### src/rtl/intr_pkg.sv
// Shared types and constants for the interrupt scheduler.
package intr_pkg;

    typedef enum logic [1:0] {
        RUN     = 2'd0,
        ACK_NMI = 2'd1,
        ACK_INT = 2'd2
    } intr_state_t;

    localparam logic [15:0] VEC_NMI = 16'h0066;
    localparam logic [15:0] VEC_IM1 = 16'h0038;

    localparam logic [1:0] IM0 = 2'd0;
    localparam logic [1:0] IM1 = 2'd1;
    localparam logic [1:0] IM2 = 2'd2;

    // Mode 3 does not exist on this CPU; it behaves as mode 2.
    function automatic logic [1:0] clamp_im(input logic [1:0] v);
        return (v == 2'd3) ? IM2 : v;
    endfunction

endpackage

### src/rtl/nmi_edge.sv
// NMI rising-edge detector with a pending latch that is cleared on acceptance.
// Only compiled when INTR_SCHED_NMI_EN is defined.
`ifdef INTR_SCHED_NMI_EN
module nmi_edge (
    input  logic clk,
    input  logic rst,
    input  logic nmi,
    input  logic clr,
    output logic pend
);

    logic nmi_q;

    // A new edge wins over a same-cycle clear so a back-to-back NMI is never lost.
    always_ff @(posedge clk or posedge rst) begin
        if (rst) begin
            nmi_q <= 1'b0;
            pend  <= 1'b0;
        end else begin
            nmi_q <= nmi;
            if (nmi && !nmi_q)
                pend <= 1'b1;
            else if (clr)
                pend <= 1'b0;
        end
    end

endmodule
`endif

### src/rtl/intr_sched.sv
// Interrupt scheduler: arbitrates NMI and INT at instruction boundaries,
// owns IFF1/IFF2 and the interrupt mode, and drives the acknowledge cycle.
// Optional feature macro: INTR_SCHED_NMI_EN enables the NMI path and RETN.
module intr_sched
    import intr_pkg::*;
(
    input  logic        clk,
    input  logic        reset,
    input  logic        nmi,
    input  logic        intr,
    input  logic        insn_end,
    input  logic        ei,
    input  logic        di,
    input  logic        retn,
    input  logic        im_set,
    input  logic [1:0]  im_val,
    input  logic        ack_done,
    output logic        nmi_ack,
    output logic        int_ack,
    output logic        iff1,
    output logic        iff2,
    output logic [1:0]  im,
    output logic        vec_load,
    output logic [15:0] vec,
    output logic        halt_exit
);

    intr_state_t state;
    intr_state_t state_next;
    logic        nmi_pend;
    logic        take_nmi;
    logic        take_int;
    logic        ei_shadow;
    logic        int_blocked;

`ifdef INTR_SCHED_NMI_EN
    nmi_edge u_nmi_edge (
        .clk  (clk),
        .rst  (reset),
        .nmi  (nmi),
        .clr  (take_nmi),
        .pend (nmi_pend)
    );
    assign nmi_ack = (state == ACK_NMI);
`else
    logic unused_nmi_inputs;
    assign unused_nmi_inputs = nmi ^ retn;
    assign nmi_pend = 1'b0;
    assign nmi_ack  = 1'b0;
`endif

    assign int_ack = (state == ACK_INT);

    // An EI strobe in the current cycle also blocks INT, so the EI
    // instruction's own boundary can never accept a maskable interrupt.
    assign int_blocked = ei | ei_shadow;

    // State register.
    always_ff @(posedge clk or posedge reset) begin
        if (reset)
            state <= RUN;
        else
            state <= state_next;
    end

    // Arbitration at instruction boundaries and return on ack_done.
    always_comb begin
        state_next = state;
        take_nmi   = 1'b0;
        take_int   = 1'b0;
        case (state)
            RUN: begin
                if (insn_end) begin
                    if (nmi_pend) begin
                        take_nmi   = 1'b1;
                        state_next = ACK_NMI;
                    end else if (intr && iff1 && !int_blocked) begin
                        take_int   = 1'b1;
                        state_next = ACK_INT;
                    end
                end
            end
            ACK_NMI, ACK_INT: begin
                if (ack_done)
                    state_next = RUN;
            end
            default: state_next = RUN;
        endcase
    end

    // Enable flip-flops, vector outputs and pulses; acceptance overrides EI/DI/RETN.
    always_ff @(posedge clk or posedge reset) begin
        if (reset) begin
            iff1      <= 1'b0;
            iff2      <= 1'b0;
            vec       <= 16'h0000;
            vec_load  <= 1'b0;
            halt_exit <= 1'b0;
        end else begin
            vec_load  <= 1'b0;
            halt_exit <= 1'b0;
            if (take_nmi) begin
                iff2      <= iff1;
                iff1      <= 1'b0;
                vec       <= VEC_NMI;
                vec_load  <= 1'b1;
                halt_exit <= 1'b1;
            end else if (take_int) begin
                iff1      <= 1'b0;
                iff2      <= 1'b0;
                halt_exit <= 1'b1;
                if (im == IM1) begin
                    vec      <= VEC_IM1;
                    vec_load <= 1'b1;
                end
            end else if (di) begin
                iff1 <= 1'b0;
                iff2 <= 1'b0;
            end else if (ei) begin
                iff1 <= 1'b1;
                iff2 <= 1'b1;
`ifdef INTR_SCHED_NMI_EN
            end else if (retn) begin
                iff1 <= iff2;
`endif
            end
        end
    end

    // EI shadow: set by an EI strobe inside an instruction, dropped at the boundary.
    always_ff @(posedge clk or posedge reset) begin
        if (reset)
            ei_shadow <= 1'b0;
        else if (insn_end)
            ei_shadow <= 1'b0;
        else if (ei)
            ei_shadow <= 1'b1;
    end

    // Interrupt mode register.
    always_ff @(posedge clk or posedge reset) begin
        if (reset)
            im <= IM0;
        else if (im_set)
            im <= clamp_im(im_val);
    end

endmodule
### config.mk
export PLATFORM = sky130hd
export DESIGN_NAME = intr_sched
export DESIGN_NICKNAME = d
export VERILOG_FILES = /design/src/rtl/intr_pkg.sv /design/src/rtl/nmi_edge.sv /design/src/rtl/intr_sched.sv
export SDC_FILE = /design/constraint.sdc
export NUM_CORES = 1
export LEC_CHECK = 0
export BUFFER_PORTS_ARGS = -buffer_cell sky130_fd_sc_hd__buf_2
export CAP_MARGIN = 20
export CORE_AREA = 2 2 39 41
export CTS_CLUSTER_DIAMETER = 40
export DETAILED_ROUTE_END_ITERATION = 8
export DIE_AREA = 0 0 41 43
export PLACE_DENSITY = 0.7
export SLEW_MARGIN = 20
export SYNTH_ARGS = -nofsm -noshare
export SYNTH_HDL_FRONTEND = slang
export SYNTH_HIERARCHICAL = 1
export SYNTH_SLANG_ARGS = --single-unit
### constraint.sdc
create_clock -name clk -period 1.2 [get_ports clk]
set_input_delay 0.12 -clock clk [delete_from_list [all_inputs] [get_ports clk]]
set_output_delay 0.12 -clock clk [all_outputs]
set_load 0.02 [all_outputs]
== Word-level counts from Yosys, hierarchy flattened ==
Index checks and enable logic that the tools add are counted.

* Multiplexer cells: 15
* Equal/unequal tests: 7
* Bitwise operators: 1
* Reduce and logical (&&, ||, !) cells: 9

{| class="wikitable"
|+ Operators with widths
! operator !! number
|-
| two-way mux 1 bit || 10
|-
| two-way mux 2 bit || 4
|-
| != test 2 bit (second input constant) || 3
|-
| == test 2 x 1 -> 1 bit (second input constant) || 2
|-
| == test 2 bit (second input constant) || 2
|-
| case mux 2 bit (2 select lines) || 1
|-
| AND reduction 3 bit || 1
|-
| nonzero test 3 bit || 1
|-
| logical AND 1 bit || 2
|-
| zero test 2 bit || 1
|-
| AND reduction 2 bit || 1
|-
| nonzero test 2 bit || 1
|-
| OR reduction 2 bit || 1
|-
| zero test 1 bit || 1
|-
| bitwise OR 1 bit || 1
|}

* Output and inout port bits: 24
* Bits of input ports: 12
* Bits in registers: 9
* Logic and storage cells: 39

== Depth between registers and ports, before layout ==
* Word-level depth: 7
* Mapped depth: 2
* Depth with buffers taken out: 2

== Worst setup path after synthesis ==
No wires, ideal clock.

* Path type: register -> register
* From: reg im[1]
* To: reg vec[3]
* Cell stages (with the launch flop): 3
* Period minus slack after synthesis: 1.126 ns
* Setup time: 0.077 ns
* Arrival: 1.049 ns
* Required time: 1.123 ns
* Setup slack: 0.074 ns
* Buffers on the path: 0
* Cells stage by stage: dfrtp_1 -> or4b_4 -> o21bai_2

* Word-level cells in the longest chain between the ends: 2

{| class="wikitable"
|+ Ends and longest elaborated chain
! element !! RTL line !! text
|-
| start: declaration || intr_sched.sv:22 || <nowiki>output logic [1:0] im,</nowiki>
|-
| start signal: assignment || intr_sched.sv:145 || <nowiki>im <= clamp_im(im_val);</nowiki>
|-
| == test 2 x 1 -> 1 bit || intr_sched.sv:112 || <nowiki>if (im == IM1) begin</nowiki>
|-
| AND reduction 2 bit (no line) || -- ||
|-
| end signal: assignment || intr_sched.sv:96 || <nowiki>vec <= 16'h0000;</nowiki>
|-
| end signal: assignment || intr_sched.sv:105 || <nowiki>vec <= VEC_NMI;</nowiki>
|-
| end signal: assignment || intr_sched.sv:113 || <nowiki>vec <= VEC_IM1;</nowiki>
|-
| end: declaration || intr_sched.sv:24 || <nowiki>output logic [15:0] vec,</nowiki>
|}

No other way between the ends.
A chain may end at the register's enable or synchronous reset.

== Final worst setup path ==
* From: reg ei_shadow
* To: reg vec[3]

* Word-level cells in the longest chain between the ends: 7

{| class="wikitable"
|+ Ends and longest elaborated chain
! element !! RTL line !! text
|-
| start: declaration || intr_sched.sv:33 || <nowiki>logic ei_shadow;</nowiki>
|-
| start signal: assignment || intr_sched.sv:133 || <nowiki>ei_shadow <= 1'b0;</nowiki>
|-
| start signal: assignment || intr_sched.sv:135 || <nowiki>ei_shadow <= 1'b0;</nowiki>
|-
| start signal: assignment || intr_sched.sv:137 || <nowiki>ei_shadow <= 1'b1;</nowiki>
|-
| bitwise OR 1 bit || intr_sched.sv:56 || <nowiki>assign int_blocked = ei | ei_shadow;</nowiki>
|-
| zero test 1 bit || intr_sched.sv:77 || <nowiki>end else if (intr && iff1 && !int_blocked) begin</nowiki>
|-
| logical AND 1 bit || intr_sched.sv:77 ||
|-
| two-way mux 1 bit || intr_sched.sv:77 ||
|-
| two-way mux 1 bit || intr_sched.sv:73 || <nowiki>if (insn_end) begin</nowiki>
|-
| two-way mux 1 bit || intr_sched.sv:71 || <nowiki>case (state)</nowiki>
|-
| AND reduction 2 bit (no line) || -- ||
|}

No other way between the ends.

==> flow_summary.rst <==
.. list-table::
   :header-rows: 1

   * - Metric
     - Value
   * - Number of nets with antenna violations after routing
     - 0
   * - Share of the synthesized area in the top cell type
     - 45.1%
   * - Die boundary width
     - 41 um
   * - Core Footprint
     - 1380 um2
   * - Die area
     - 1760 um2
   * - Master cell of the clock root buffer
     - sky130_fd_sc_hd__clkbuf_4
   * - CTS Buf Count
     - 3
   * - Pwr Density
     - 1260 nW/um2
   * - Grt total ovfl
     - 0
   * - Critical path class
     - flip-flop to flip-flop
   * - Fraction of layout instances using a drive strength above 1
     - 42.9%
   * - Count of final max-slew check failures
     - 0
   * - I/O pins
     - 36
   * - Leak pwr
     - 0.000300 uW
   * - Shortest clock period the worst path allows after layout
     - 1.09 ns
   * - Maximum number of pins on one net before global-route repair
     - 9
   * - Minimum setup slack among reg-to-reg paths
     - 0.11 ns
   * - Tcrit/Tclk final
     - 91.0%
   * - Wire length of the first global-routing pass
     - 986 um
   * - Leading post-synthesis cells by cell area
     - sky130_fd_sc_hd__dfrtp_1 45%, sky130_fd_sc_hd__buf_4 29%, sky130_fd_sc_hd__or4b_4 3.1%
   * - Setup Skew
     - 0.00321 ns
   * - Number of iterations in the first detailed-routing pass
     - 2
   * - Wirelength per Cell
     - 8.86 um
   * - Most common library cell in the layout ignoring fill and taps
     - sky130_fd_sc_hd__buf_2
   * - HP Class
     - input pin to flip-flop
   * - Slowest-stage cell, CP
     - sky130_fd_sc_hd__or4b_4
   * - I/O Buffers
     - 19
   * - Fmax achieved
     - 916 MHz
   * - Synthesized area per cell
     - 10.6 um2
   * - Vias in the first global route
     - 257
   * - Post-route worst hold slack
     - 0.0489 ns
   * - Post-synthesis cell area
     - 444 um2
   * - Final cell count without fillers
     - 79
   * - # setup viols final
     - 0
   * - RSZ-0062 raised after global routing
     - false
   * - Post-synthesis sequential area ratio
     - 45.1%
   * - Residual DRC count
     - 0
   * - Drt via density
     - 3.80
   * - Delay of the slowest cell on the worst path
     - 0.54 ns
   * - CTS clk-pin slew, worst paths
     - 0.05 ns
   * - Endpoints failing hold
     - 0
   * - Number of buffers inserted by post-CTS setup repair
     - 0
   * - Y dimension of the die
     - 43 um
   * - Post-Route WL
     - 700 um
   * - CP bufs+invs
     - 0
   * - Cells along the critical path
     - or4b_4, o21bai_2
   * - Number of diodes
     - 0
   * - Unique cell type count in the Yosys netlist
     - 15
   * - H-tree depth
     - 1
   * - Yosys warns
     - 6
   * - Sum of negative setup slack
     - 0 ns
   * - Post-synthesis cell count
     - 42
   * - Worst setup SP type
     - flip-flop
   * - Initial antenna violation count
     - 0
   * - Clock tree from TritonCTS
     - built
   * - Clk_lat worst skew
     - 0.25 ns
   * - Cell taking the most area after synthesis
     - sky130_fd_sc_hd__dfrtp_1
   * - Cell class contributing the biggest share of worst-path delay
     - simple AND/OR/NAND/NOR gates
   * - Number of placed instances with taps included
     - 75
   * - DRC violation total after the first TritonRoute iteration
     - 2
   * - Highest fanout seen on the critical path
     - 2
   * - Floorplan row count
     - 14
   * - Commonest cells after routing, fill and taps aside
     - 19 x sky130_fd_sc_hd__buf_2, 14 x sky130_fd_sc_hd__conb_1, 8 x sky130_fd_sc_hd__dfrtp_1
   * - Number of register bits inferred by synthesis
     - 8
   * - Critical path capture point type
     - flip-flop
   * - Nets
     - 77
   * - Number of sinks driven by the clock tree
     - 8
   * - Number of violations of the max-capacitance limit
     - 0
   * - Status
     - complete, no violations
   * - Max Root-Sink Buffers
     - 2
   * - Combined global-route utilization of all metal layers
     - 8.49%
   * - Initial Utilization
     - 32.1%
   * - Filler Cells Inserted
     - 153
   * - Total Power Consumption
     - 666 uW
   * - Maximum VDD drop
     - 0.432 mV
   * - Worst endpoint required time
     - 1.38 ns
   * - Worst endpoint data arrival time
     - 1.27 ns
   * - Post-synthesis to final-layout area growth
     - 18.9%
   * - Total via count in the routed design
     - 300
   * - Final weighted congestion in routability-driven placement
     - 0.649
[cell type report]
class	instances	area, um2	share of cell area (%)
Clock buffer	3	22.5	4.27
Multi-Input combinational cell	27	154	29.1
Sequential cell	8	200	37.9
Inverter	3	11.3	2.13
Tap cell	16	20.0	3.79
Timing Repair Buffer	22	120	22.7
[cells by family after synthesis]
kind of cell    after synthesis  synth area share [%]
other cells                   1                 0.844
flops                         8                  45.1
compound gates                5                  9.86
buf+inv                      20                  31.3
simple gates                  7                  10.4
mux                           1                  2.54
[final timing paths]
path / start / to / cells after the start
max: ei_shadow / vec[3] / 2
min: insn_end / ei_shadow / 2
max reg2reg: ei_shadow / vec[3] / 2
min reg2reg: vec[3] / vec[3] / 1
max in group asynchronous: reset / ei_shadow / 3
min in group asynchronous: reset / iff2 / 3
[flip-flops by register name (all words and copies together) (netlist names)]
register,count
ei_shadow,1
halt_exit,1
iff2,1
im,2
state,1
vec,1
vec_load,1
[routing by layer]
| metal | vias up | GRT usage, % | share of wire (%) |
|---|---|---|---|
| met2 | 14 | 13.1 | 52 |
| met4 | 0 | 6.00 | 0 |
| met1 | 138 | 8.88 | 39 |
| met3 | 0 | 3.14 | 9.7 |
| met5 | - | 0 | 0 |
| li1 | 148 | - | - |
[cell usage after synthesis]
master / instances
sky130_fd_sc_hd__conb_1: 1
sky130_fd_sc_hd__or4b_4: 1
sky130_fd_sc_hd__o21bai_2: 1
sky130_fd_sc_hd__o32ai_1: 1
sky130_fd_sc_hd__nand4b_1: 1
sky130_fd_sc_hd__nor3_1: 1
sky130_fd_sc_hd__dfrtp_1: 8
sky130_fd_sc_hd__o31a_1: 1
sky130_fd_sc_hd__o21ba_2: 1
sky130_fd_sc_hd__inv_1: 3
sky130_fd_sc_hd__nand3b_1: 1
sky130_fd_sc_hd__nor2_1: 3
sky130_fd_sc_hd__o21ai_0: 1
sky130_fd_sc_hd__mux2_1: 1
sky130_fd_sc_hd__buf_4: 17
[report_power, final]
group	internal, uW	switching, uW	total, uW
registers	288	13.1	301
logic	53.2	109	162
clock network	114	88.6	203
total	455	211	666
[per-stage QoR]
stage | utilization, % | area, um2 | setup slack, ns
after floorplan | - | 493 | 0.0738
after global placement | 35.8 | 495 | 0.124
after detailed placement | 35.8 | 495 | 0.112
after CTS | 38.2 | 528 | 0.0986
after global routing | 38.2 | 528 | 0.0826
final | 38.2 | 528 | 0.108
[timing repair]
| item | 4_1_cts | 5_1_grt |
|---|---|---|
| hold endpoints to repair | 8 | 0 |
| gates resized for setup | 0 | 0 |
| endpoints found under the setup margin | 0 | 0 |
| hold buffers | 1 | 0 |
[worst register-to-register path, stage by stage, from the launching register on]
cell and delay (ns):
sky130_fd_sc_hd__dfrtp_1 0.37, sky130_fd_sc_hd__or4b_4 0.54, sky130_fd_sc_hd__o21bai_2 0.11
(Power assumes the default switching activity.)
